File: src/rtl/iir_sos_sequencer.sv
`default_nettype none
// +----------------------------------------------------------------------------+
// | Module   : iir_sos_sequencer                                               |
// | Brief    : Control FSM stepping a shared biquad through a cascade of SOS.  |
// | Revision : 1.0  initial release                                            |
// +----------------------------------------------------------------------------+
module iir_sos_sequencer #(
  parameter int NUMBER  = 4,
  parameter int TAPSIZE = 3,
  parameter int SOS_LAT = 1,
  localparam int SEC_W   = (NUMBER > 1) ? $clog2(NUMBER) : 1,
  localparam int COEF_W  = ((NUMBER * 2 * TAPSIZE) > 1) ? $clog2(NUMBER * 2 * TAPSIZE) : 1,
  localparam int SCALE_W = $clog2(NUMBER + 1)
) (
  input  logic               CLK,
  input  logic               Reset,
  input  logic               CE,
  input  logic               din_valid,
  output logic               din_ready,
  output logic               din_load,
  output logic               busy,
  output logic [SEC_W-1:0]   sec_idx,
  output logic [COEF_W-1:0]  coef_base,
  output logic [SCALE_W-1:0] scale_addr,
  output logic               mux_sel,
  output logic               sec_we,
  output logic               out_we,
  input  logic               ovf_in,
  output logic               dout_valid,
  output logic               ovf_out
);

  localparam int LAT_W = (SOS_LAT > 1) ? $clog2(SOS_LAT) : 1;

  localparam logic [SEC_W-1:0]   c_LAST_SEC   = SEC_W'(NUMBER - 1);
  localparam logic [SEC_W-1:0]   c_SEC_ONE    = SEC_W'(1);
  localparam logic [LAT_W-1:0]   c_LAST_LAT   = LAT_W'(SOS_LAT - 1);
  localparam logic [LAT_W-1:0]   c_LAT_ONE    = LAT_W'(1);
  localparam logic [COEF_W-1:0]  c_SEC_STRIDE = COEF_W'(2 * TAPSIZE);
  localparam logic [SCALE_W-1:0] c_SCALE_OUT  = SCALE_W'(NUMBER);

  typedef enum logic [1:0] {
    S_IDLE = 2'd0,
    S_RUN  = 2'd1,
    S_OUT  = 2'd2
  } state_t;

  state_t             r_state;
  state_t             w_state_nxt;
  logic [SEC_W-1:0]   r_sec;
  logic [SEC_W-1:0]   w_sec_nxt;
  logic [LAT_W-1:0]   r_lat;
  logic [LAT_W-1:0]   w_lat_nxt;
  logic               r_ovf;
  logic               w_ovf_nxt;
  logic               r_ovf_out;
  logic               w_ovf_out_nxt;
  logic               r_dout_valid;
  logic               w_dout_valid_nxt;
  logic               w_lat_done;

  always_ff @(posedge CLK or posedge Reset) begin
    if (Reset) begin
      r_state      <= S_IDLE;
      r_sec        <= '0;
      r_lat        <= '0;
      r_ovf        <= 1'b0;
      r_ovf_out    <= 1'b0;
      r_dout_valid <= 1'b0;
    end else begin
      r_state      <= w_state_nxt;
      r_sec        <= w_sec_nxt;
      r_lat        <= w_lat_nxt;
      r_ovf        <= w_ovf_nxt;
      r_ovf_out    <= w_ovf_out_nxt;
      r_dout_valid <= w_dout_valid_nxt;
    end
  end

  // Every register update below is gated by CE, so CE=0 freezes the whole sequencer.
  always_comb begin
    w_state_nxt      = r_state;
    w_sec_nxt        = r_sec;
    w_lat_nxt        = r_lat;
    w_ovf_nxt        = r_ovf;
    w_ovf_out_nxt    = r_ovf_out;
    w_dout_valid_nxt = r_dout_valid;
    w_lat_done       = (r_lat == c_LAST_LAT);
    din_ready        = 1'b0;
    din_load         = 1'b0;
    coef_base        = '0;
    scale_addr       = '0;
    mux_sel          = 1'b0;
    sec_we           = 1'b0;
    out_we           = 1'b0;

    case (r_state)
      S_IDLE: begin
        din_ready = CE;
        din_load  = CE & din_valid & ~Reset;
        if (CE) begin
          w_dout_valid_nxt = 1'b0;
          if (din_valid) begin
            w_state_nxt   = S_RUN;
            w_sec_nxt     = '0;
            w_lat_nxt     = '0;
            w_ovf_nxt     = 1'b0;
            w_ovf_out_nxt = 1'b0;
          end
        end
      end

      S_RUN: begin
        scale_addr = SCALE_W'(r_sec);
        coef_base  = COEF_W'(r_sec) * c_SEC_STRIDE;
        mux_sel    = (r_sec != '0);
        if (CE) begin
          w_dout_valid_nxt = 1'b0;
          w_ovf_nxt        = r_ovf | ovf_in;
          sec_we           = w_lat_done;
          if (w_lat_done) begin
            w_lat_nxt = '0;
            if (r_sec == c_LAST_SEC) begin
              w_state_nxt = S_OUT;
            end else begin
              w_sec_nxt = r_sec + c_SEC_ONE;
            end
          end else begin
            w_lat_nxt = r_lat + c_LAT_ONE;
          end
        end
      end

      S_OUT: begin
        scale_addr = c_SCALE_OUT;
        mux_sel    = 1'b1;
        if (CE) begin
          out_we           = 1'b1;
          // The reported flag includes an overflow raised during the output scaling itself.
          w_ovf_nxt        = r_ovf | ovf_in;
          w_ovf_out_nxt    = r_ovf | ovf_in;
          w_dout_valid_nxt = 1'b1;
          w_state_nxt      = S_IDLE;
          w_sec_nxt        = '0;
          w_lat_nxt        = '0;
        end
      end

      default: begin
        w_state_nxt = S_IDLE;
      end
    endcase
  end

  assign busy       = (r_state != S_IDLE);
  assign sec_idx    = r_sec;
  assign dout_valid = r_dout_valid;
  assign ovf_out    = r_ovf_out;

endmodule
`default_nettype wire
File: config.mk
export PLATFORM = sky130hd
export DESIGN_NAME = iir_sos_sequencer
export DESIGN_NICKNAME = d
export VERILOG_FILES = /design/src/rtl/iir_sos_sequencer.sv
export SDC_FILE = /design/constraint.sdc
export NUM_CORES = 1
export LEC_CHECK = 0
export ABC_CLOCK_PERIOD_IN_PS = 2400
export CAP_MARGIN = 10
export CORE_UTILIZATION = 42
export CTS_BUF_LIST = sky130_fd_sc_hd__clkbuf_8 sky130_fd_sc_hd__clkbuf_16
export CTS_CLUSTER_DIAMETER = 120
export DETAILED_ROUTE_END_ITERATION = 7
export GPL_ROUTABILITY_DRIVEN = 0
export MAX_ROUTING_LAYER = met4
export PLACE_DENSITY = 0.79
export RECOVER_POWER = 50
export SLEW_MARGIN = 40
export SYNTH_ARGS = -nofsm -noshare
export SYNTH_HDL_FRONTEND = slang
export SYNTH_SLANG_ARGS = --single-unit
File: constraint.sdc
create_clock -name CLK -period 2.4 [get_ports CLK]
set_input_delay 0.48 -clock CLK [delete_from_list [all_inputs] [get_ports CLK]]
set_output_delay 0.48 -clock CLK [all_outputs]
set_load 0.03 [all_outputs]
Word level (Yosys, flattened, before mapping). Cells that the tools add are included.

Bits in registers: 8. Input bits: 5. Output and inout port bits: 18. Word-level logic and storage cells: 74.

Add/subtract/negate cells: 2. Multipliers: 1. Equal/unequal tests: 12. Muxes and demuxes: 33. Bitwise operators: 5. Reduce and logical (&&, ||, !) cells: 15.

Operators with widths (count): $mux W2 (11); $ne A2 B2 Y1 const B (7); $mux W1 (13); $pmux W2 S3 (2); $reduce_bool A2 Y1 (5); $pmux W1 S2 (4); $reduce_and A4 Y1 (2); $reduce_and A7 Y1 (1); $pmux W3 S2 (1); $reduce_and A6 Y1 (1); $mux W5 (1); $reduce_and A5 Y1 (1); $eq A2 B2 Y1 const B (2); $mul A2 B2 Y4 const B (1); $ne A2 B1 Y1 const B (2); $reduce_or A2 Y1 (2); $pmux W1 S3 (1); $reduce_and A3 Y1 (1); $reduce_bool A3 Y1 (1); $add A2 B1 Y2 const B (1); $and A1 B1 Y1 (2); $eq A2 B1 Y1 const B (1); $logic_not A2 Y1 (1); $not A1 Y1 (2); 2 further kinds (2).

Longest topological paths before layout.
Depth in word-level cells: 5. Depth in mapped cells: 6. Gate-level depth less buffers: 5.

Worst setup path before layout. OpenSTA, ideal clock, no wires.

Path type: register to output. Start point: register r_state[0]. End point: output port din_load. Data arrival time: 1.734 ns. Required time: 1.920 ns. Path slack: 0.186 ns. Cell stages (with the launch flop): 6. Path buffers: 1. Cells stage by stage: dfrtp_1 > inv_1 > ha_1 > buf_2 > inv_1 > nor3_1.

Word-level cells in the longest chain between the ends: 2.

Ends and longest elaborated chain: from (decl) (RTL line 48) `state_t r_state;`; from (signal assigned) (RTL line 71) `r_state <= w_state_nxt;`; $logic_not A2 Y1 (RTL line 97) `case (r_state)`; $mux W1 (RTL line 97); to (decl) (RTL line 20) `output logic din_load,`.

No other way between the ends.

Final worst setup path.
Start point: input port CE. End point: output port din_ready.

Word-level cells in the longest chain between the ends: 1.

Ends and longest elaborated chain: from (decl) (RTL line 17) `input logic CE,`; $mux W1 (RTL line 97); to (decl) (RTL line 19) `output logic din_ready,`.

No other way between the ends.

==> results.py <==
metrics = {
    "outcome": {
        "status": "finished, final reports clean",
    },
    "floorplanning": {
        "initial_utilization_pct": 46.7,
        "ios": 23,
        "die-area_mm2": 0.00164,
        "die_width_um": 40.5,
        "die_h_um": 40.5,
        "row_count": 13,
        "core-area_mm2": 0.00133,
    },
    "yosys": {
        "yosysMostFrequentCell": "ha_1",
        "yosysTopAreaCellShare_pct": 28.1,
        "yosysUniqueCellTypes": 27,
        "yosysSeqAreaShare_pct": 28.1,
        "synth-edff-count": 0,
        "syn_avg_cell_area_um2": 9.30,
        "ys.flop_type": "dfrtp_1",
        "syn_inst": 67,
        "synthTopCellsByArea": "dfrtp_1, ha_1, mux2_2",
        "yosysWarnings": 0,
        "syn_nets": 82,
        "yosys_register_bits": 7,
        "synth_common_cells": "ha_1, inv_1, dfrtp_1",
        "yosysTopAreaCell": "dfrtp_1",
        "syn_area_um2": 623,
        "async_reset_ff_share_pct": 100,
    },
    "layout": {
        "drive_gt1_share_pct": 15.2,
        "nets": 108,
        "final_area_um2": 901,
        "fin_util_pct": 67.5,
        "synthToLayoutAreaGrowth_pct": 44.6,
        "diodes": 0,
    },
    "setup_path": {
        "critPathKind": "in2out",
        "cp_max_fo": 4,
        "crit_required_ps": 1920,
        "critPathArrivalTime_ps": 1850,
        "startpoint_type": "input port",
        "endpoint_kind": "primary output",
        "rr_startpoint": "r_state[0]",
        "critPathLaunch": "CE",
    },
    "pwr": {
        "vdd_ir_drop_max_mv": 0.890,
        "power.leakage_uw": 0.000546,
        "power.density_mw_per_mm2": 1320,
    },
    "flow_run": {
        "maxCapViolCount": 0,
    },
    "routing": {
        "antenna_left": 0,
        "wirelength_um": 1480,
        "dr.first_iter.drc_count": 8,
        "post_drt_wl_per_cell_um": 13.8,
        "first_pass_iters": 4,
        "drc_errors": 0,
        "num_vias": 550,
        "viasPerCell": 5.14,
    },
    "timing": {
        "fin_skew_ps": 4.24,
        "period_share_pct": 96.9,
        "hold_viol_final": 0,
        "max_freq_mhz": 430,
        "drv_slew": 0,
        "setup_viol": 0,
        "min_period_ps": 2330,
        "tns_ps": 0,
        "rsz0062_at_grt": "no",
    },
    "clock_tree": {
        "post_cts_buffers": 0,
        "cts_tree": "yes",
        "cts_buffers": 3,
        "cts_buffer_depth": 2,
        "root_buffer": "clkbuf_8",
        "path_clk_slew_ps": 40,
        "clock_sinks": 7,
        "insertion_delay_ps": 230,
        "htree_num_levels": 1,
    },
    "global_route": {
        "grt_pass1_wl_um": 1990,
        "grt_max_degree": 8,
        "antenna_found_initial": 0,
        "overflow": 0,
        "grt_usage_pct": 20.2,
        "grt_pass1_vias": 452,
    },
    "place": {
        "dpl.hpwl_um": 1130,
        "placed_area_um2": 852,
        "port_buffers": 21,
    },
    "hold_path": {
        "min_from": "ovf_out",
        "hold_path.class": "reg2reg",
    },
}
## routing by layer
layer  track usage (%)  wire (µm)  part of all wire (%)  up-vias
met4              7.50          5                  0.34        0
met5                 -          0                     0        -
met2              31.7        752                    51       20
met3              8.33         87                   5.9        2
met1              22.8        633                    43      252
li1                  -          -                     -      276
## critical path: stages
cell             delay, ps
clkdlybuf4s50_1        520
inv_1                   80
nor2_1                  90
clkdlybuf4s50_1        670
## through the flow
step / hold slack, ps / power [µW] / instances / setup WS (ps)
2_1_floorplan: 283 / 769 / 67 / 186
3_3_place_gp: 489 / 1030 / 103 / 108
3_5_place_dp: 517 / 1050 / 103 / 74.4
4_1_cts: 527 / 1220 / 107 / 15.7
5_1_grt: 540 / 1260 / 107 / 20.7
6_report: 512 / 1190 / 107 / 73.3
## cell families after synthesis
kind of cell	count (synthesis)	synth area share [%]
AOI/OAI and AO/OA	15	17.3
adders and majority gates	10	20.1
buffers and inverters	13	10.4
DFF	7	28.1
muxes	4	7.03
other	1	0.602
and+or+nand+nor	17	16.5
## placed cells by master, fill, tap and decap left out, drive strengths merged, types with 2 or more instances in the layout
cell type,n
o22ai,2
inv,9
buf,5
nor2b,2
and3,3
and2,7
mux2,3
dlygate4sd2,4
clkdlybuf4s50,6
a21oi,2
nor3,2
dlymetal6s2s,5
dlygate4sd3,5
ha,10
dfrtp,7
a211o,2
clkbuf,4
o21ai,2
## final timing paths
path                       depth (start not counted)  slack [ps]          to
max                                                4          70   din_ready
min                                                2         510     ovf_out
max reg2reg                                        5         460  r_state[0]
min reg2reg                                        2         510     ovf_out
max in group asynchronous                          2        1510  r_state[1]
min in group asynchronous                          2         660     ovf_out
## power breakdown
group / switching (µW) / internal, µW
clock: 52.9 / 111
combinational: 473 / 346
sequential: 34.3 / 169
total: 560 / 626
## state kept, by name, summed over array words and instances, names as in the netlist
signal,flops
sec_idx,2
r_state,2
r_ovf,1
ovf_out,1
dout_valid,1
## cell type report
type | instances | area [µm²]
sequential | 7 | 175
multi-input combinational | 47 | 383
timing repair buffer | 26 | 249
clock buffer | 3 | 41.3
fill | 112 | 433
inverter | 8 | 30.0
clock inverter | 1 | 3.75
tap | 15 | 18.8
## what timing repair did
action / in CTS / in global routing
resized for setup: 4 / 5
pin swaps: 0 / 0
hold buffers: 0 / 0
setup endpoints to repair: 4 / 5
(Power assumes the default switching activity.)
